$ cat src/rtl/un_striping_n.sv
// ---------------------------------------------------------------------------
// un_striping_n
//   Lane un-striper for the PHY receive path. LANES lanes of WIDTH bits each
//   feed a per-lane deskew FIFO of DEPTH entries; the FIFOs are drained
//   round-robin, one word per cycle, into a single word stream.
//
//   ALIGN = 1 : the selector waits on an empty lane, so the output order is
//               strictly lane 0,1,..,LANES-1,0,.. regardless of lane skew.
//   ALIGN = 0 : the selector advances every cycle (legacy toggle behaviour).
//
// Ports
//   clk_2f     : only clock, rising edge
//   reset      : synchronous, active-high
//   lane_data  : lane i word in bits [i*WIDTH +: WIDTH]
//   lane_valid : bit i qualifies lane i's word this cycle
//   clear_err  : clears the sticky overflow flags on the next edge
//   data_out   : un-striped word, zero when valid_out = 0
//   valid_out  : data_out holds a word
//   sel_out    : lane that sourced the current data_out
//   overflow   : sticky per-lane drop flags
// ---------------------------------------------------------------------------
module un_striping_n #(
  parameter  int WIDTH = 32,
  parameter  int LANES = 2,
  parameter  int DEPTH = 4,
  parameter  int ALIGN = 1,
  localparam int SW    = (LANES > 1) ? $clog2(LANES) : 1
) (
  input  logic                   clk_2f,
  input  logic                   reset,
  input  logic [LANES*WIDTH-1:0] lane_data,
  input  logic [LANES-1:0]       lane_valid,
  input  logic                   clear_err,
  output logic [WIDTH-1:0]       data_out,
  output logic                   valid_out,
  output logic [SW-1:0]          sel_out,
  output logic [LANES-1:0]       overflow
);

  localparam int PW = (DEPTH > 1) ? $clog2(DEPTH) : 1;
  localparam int CW = $clog2(DEPTH + 1);

  logic [WIDTH-1:0] mem   [LANES][DEPTH];
  logic [PW-1:0]    wptr  [LANES];
  logic [PW-1:0]    rptr  [LANES];
  logic [CW-1:0]    count [LANES];
  logic [SW-1:0]    sel;

  logic [LANES-1:0] pop;
  logic [LANES-1:0] push_ok;
  logic [LANES-1:0] drop;
  logic             head_avail;
  logic [WIDTH-1:0] head_word;

  // A full FIFO still accepts a push when the same lane is popped on this
  // edge; the pop frees the slot the push fills.
  always_comb begin
    pop        = '0;
    push_ok    = '0;
    drop       = '0;
    head_avail = (count[sel] != '0);
    head_word  = mem[sel][rptr[sel]];
    for (int unsigned i = 0; i < LANES; i++) begin
      pop[i]     = head_avail && (sel == SW'(i));
      push_ok[i] = lane_valid[i] && ((count[i] < CW'(DEPTH)) || pop[i]);
      drop[i]    = lane_valid[i] && !push_ok[i];
    end
  end

  // Storage is not reset; counts and pointers alone define what is valid.
  always_ff @(posedge clk_2f) begin
    for (int unsigned i = 0; i < LANES; i++) begin
      if (push_ok[i]) begin
        mem[i][wptr[i]] <= lane_data[i*WIDTH +: WIDTH];
      end
    end
  end

  always_ff @(posedge clk_2f) begin
    if (reset) begin
      for (int unsigned i = 0; i < LANES; i++) begin
        count[i] <= '0;
        wptr[i]  <= '0;
        rptr[i]  <= '0;
      end
      sel       <= '0;
      data_out  <= '0;
      valid_out <= 1'b0;
      sel_out   <= '0;
      overflow  <= '0;
    end else begin
      for (int unsigned i = 0; i < LANES; i++) begin
        if (push_ok[i]) wptr[i] <= wptr[i] + PW'(1);
        if (pop[i])     rptr[i] <= rptr[i] + PW'(1);
        count[i] <= count[i] + CW'(push_ok[i]) - CW'(pop[i]);
        // A drop on the same edge as clear_err leaves the flag set.
        overflow[i] <= drop[i] | (overflow[i] & ~clear_err);
      end

      if (head_avail) begin
        data_out  <= head_word;
        valid_out <= 1'b1;
        sel_out   <= sel;
        sel       <= sel + SW'(1);
      end else begin
        data_out  <= '0;
        valid_out <= 1'b0;
        if (ALIGN == 0) sel <= sel + SW'(1);
      end
    end
  end

endmodule

$ cat config.mk
export PLATFORM = sky130hd
export DESIGN_NAME = un_striping_n
export DESIGN_NICKNAME = d
export VERILOG_FILES = /design/src/rtl/un_striping_n.sv
export SDC_FILE = /design/constraint.sdc
export NUM_CORES = 1
export LEC_CHECK = 0
export CORE_MARGIN = 2
export CORE_UTILIZATION = 57
export DETAILED_ROUTE_END_ITERATION = 12
export GPL_TIMING_DRIVEN = 0
export PLACE_DENSITY_LB_ADDON = 0.05
export SLEW_MARGIN = 15
export SYNTH_ARGS = -nofsm -noshare
export SYNTH_HDL_FRONTEND = slang
export SYNTH_SLANG_ARGS = --single-unit
$ cat constraint.sdc
create_clock -name clk_2f -period 3.34 [get_ports clk_2f]
set_input_delay 0.668 -clock clk_2f [delete_from_list [all_inputs] [get_ports clk_2f]]
set_output_delay 0.668 -clock clk_2f [all_outputs]
set_load 0.005 [all_outputs]
==> metrics.txt <==
Post-Place Cell Area=0.0135 mm^2; Finish-stage setup viols=0; Final Power=0.0120 W; Combinational Power Share=0.318; clock root cell=clkbuf_16; Yosys top cell by area=edfxtp_1; setup ws final=0.174 ns; worst hold margin=0.469 ns; Tcrit/Tclk final=0.948; die height=149 um; Final GP Congestion=0.794; sw power=0.00376 W; endpoints failing hold=0; Layout area overhead=20.9%; most frequent cells in the layout=edfxtp_1 (264), clkdlybuf4s50_1 (104), nand3b_1 (49), dfxtp_1 (44), mux2_2 (43); Clock Tree Buf Depth=3; Hold Crit Class=reg2reg; setup slack, reg-to-reg=0.17 ns; switching share of total power=0.313; Reg clk slew, reported paths=0.06 ns; met3 Usage GRT=0.0355; WS Path Type=reg2reg; status=complete, no violations; PD cells=831 mW/mm^2; synth top area cells=edfxtp_1 (66%), dfxtp_1 (7.4%), mux2_2 (4.0%); number of remaining DRC errors=0; minimum clock period=3.17 ns; Sequential Area=0.00881 mm^2; cts hold-fix bufs=0; commonest non-fill, non-tap cell in the layout=edfxtp_1; Worst EP required=3.75 ns; post-detailed-routing wire length=27.8 mm; Max Transition Viols Final=0; Yosys cell types=45; maxcap violations=0; met1 Use GR=0.346; Clock H-tree levels=1; postcts setup bufs=0; Initial Util=0.585; Die X=149 um; vias in the first global route=7194; FMAX=0.316 GHz; CTS tree=built; setup TNS=0 ns; #FFs+latches synth=308; IO Pins=105; fillers=1357; syn avg cell area=17.5 um^2; ys flop type=edfxtp_1; leakage=4.82 nW; via count=6859; Final ANT Viol Nets=0; post-synthesis cell area=0.0120 mm^2; synthesized net count=769; TritonCTS Buffers=31; die area=0.0222 mm^2; pre-CTS WS=0.233 ns; IR drop worst, VDD=0.551 mV; drt wl/cell=24.7 um; met2 usage=0.442; Design Area, Final=0.0145 mm^2; Multi-input gate area=0.00284 mm^2; core footprint=0.0204 mm^2; Clock Latency Late Sink=0.54 ns; Critical Path AT=3.58 ns; post-synth top area share=0.663; post-synthesis sequential area ratio=0.737; asr flop ratio synth=0; Slew headroom=0.437; first-pass GRT wire length=42.0 mm; initial antenna violation count=0; Reg power frac=0.419; crit-path max FO=6; DR pass1 iterations=5; n_diodes=0; IO buf count=104; CTS sink cnt=308; Synth warnings=0; CP startpoint kind=flip-flop; Worst-Margin Slew=0.832 ns; layout cells sized above 1=0.191; global routing's busiest layer=met2; row count=52; Vias/cell=6.11; Nets=914; Setup Skew=0.00632 ns; Post-CTS Resized=0; grt ovf=0; Crit. End Element=flip-flop; Post-synth EDFFs=264; GRT Total Usage=0.255; post-DP HPWL=17.5 mm; largest net degree at the start of global routing=21; RSZ-0062 raised after global routing=no; post-synthesis cell count=684; clock power share=0.263; initial DRC count=547; cell-internal power=0.00826 W
## final timing paths
check,start,endpoint,cells after the start
min,overflow[1]$_SDFF_PP0_,overflow[1]$_SDFF_PP0_,2
min reg2reg,overflow[1]$_SDFF_PP0_,overflow[1]$_SDFF_PP0_,2
max reg2reg,flip-flop,count[0][2]$_SDFF_PP0_,11
max,flip-flop,count[0][2]$_SDFF_PP0_,11
## critical path, stage by stage, from the launching register on
cell      delay (ns)
dfxtp_1         0.41
nor4b_1         0.71
nor2_1          0.18
ha_1            0.30
nand2b_1        0.22
nand2_1         0.20
inv_1           0.06
ha_1            0.20
fa_1            0.38
xnor2_1         0.17
xnor2_1         0.15
nor2_1          0.05
## metal layers
metal	wire [um]	vias up
met2	14000	285
met5	0	-
met3	1780	47
li1	-	3019
met4	609	0
met1	11400	3508
## synth_stat cells, drive strengths merged, types with 3 or more instances
library cell,count
nand2,3
xnor2,6
clkbuf,19
edfxtp,264
a221oi,5
a21oi,11
o22ai,25
dfxtp,44
nor2,9
nand2b,7
ha,14
a22o,11
nand3,3
mux2,44
nor2b,10
mux2i,30
a211oi,4
o221ai,40
a2111oi,11
buf,24
nand3b,49
or3b,7
and3,8
inv,19
o21ai,3
## cells by family after synthesis
| logic type | synth area share |
|---|---|
| flip-flops | 0.737 |
| AND/OR/NAND/NOR | 0.0605 |
| AO/OA/AOI/OAI | 0.0872 |
| adder cells (fa/ha/maj) | 0.0180 |
| buffers and inverters | 0.0266 |
| multiplexers | 0.0669 |
| XOR/XNOR | 0.00439 |
## through the flow
step	util	cells
after global placement	0.653	1058
after detailed placement	0.663	1066
after floorplan	-	684
final	0.708	1123
after CTS	0.708	1123
after global routing	0.708	1123
## flip-flops by register name (all words and copies together), names as in the netlist, 2 cells and up, named ones only
signal    count
count         6
data_out     32
overflow      2
wptr          4
rptr          4
mem         256
## layout make-up
cell class / count / share of cell area
multi-input combinational: 314 / 0.197
clock inverter: 15 / 0.00675
inverter: 19 / 0.00493
buffer: 43 / 0.0170
timing repair buffer: 112 / 0.0851
clock buffer: 42 / 0.0572
tap: 270 / 0.0234
sequential: 308 / 0.609
## power by group through the flow
stage / Sequential [W] / Combinational (W) / Clock, W
final: 0.00504 / 0.00382 / 0.00316
after global routing: 0.00508 / 0.00409 / 0.00335
after CTS: 0.00504 / 0.00383 / 0.00318
after floorplan: 0.00509 / 0.00233 / 0
after global placement: 0.00511 / 0.00362 / 0
after detailed placement: 0.00511 / 0.00382 / 0
Power figures use the tool's default switching activity.
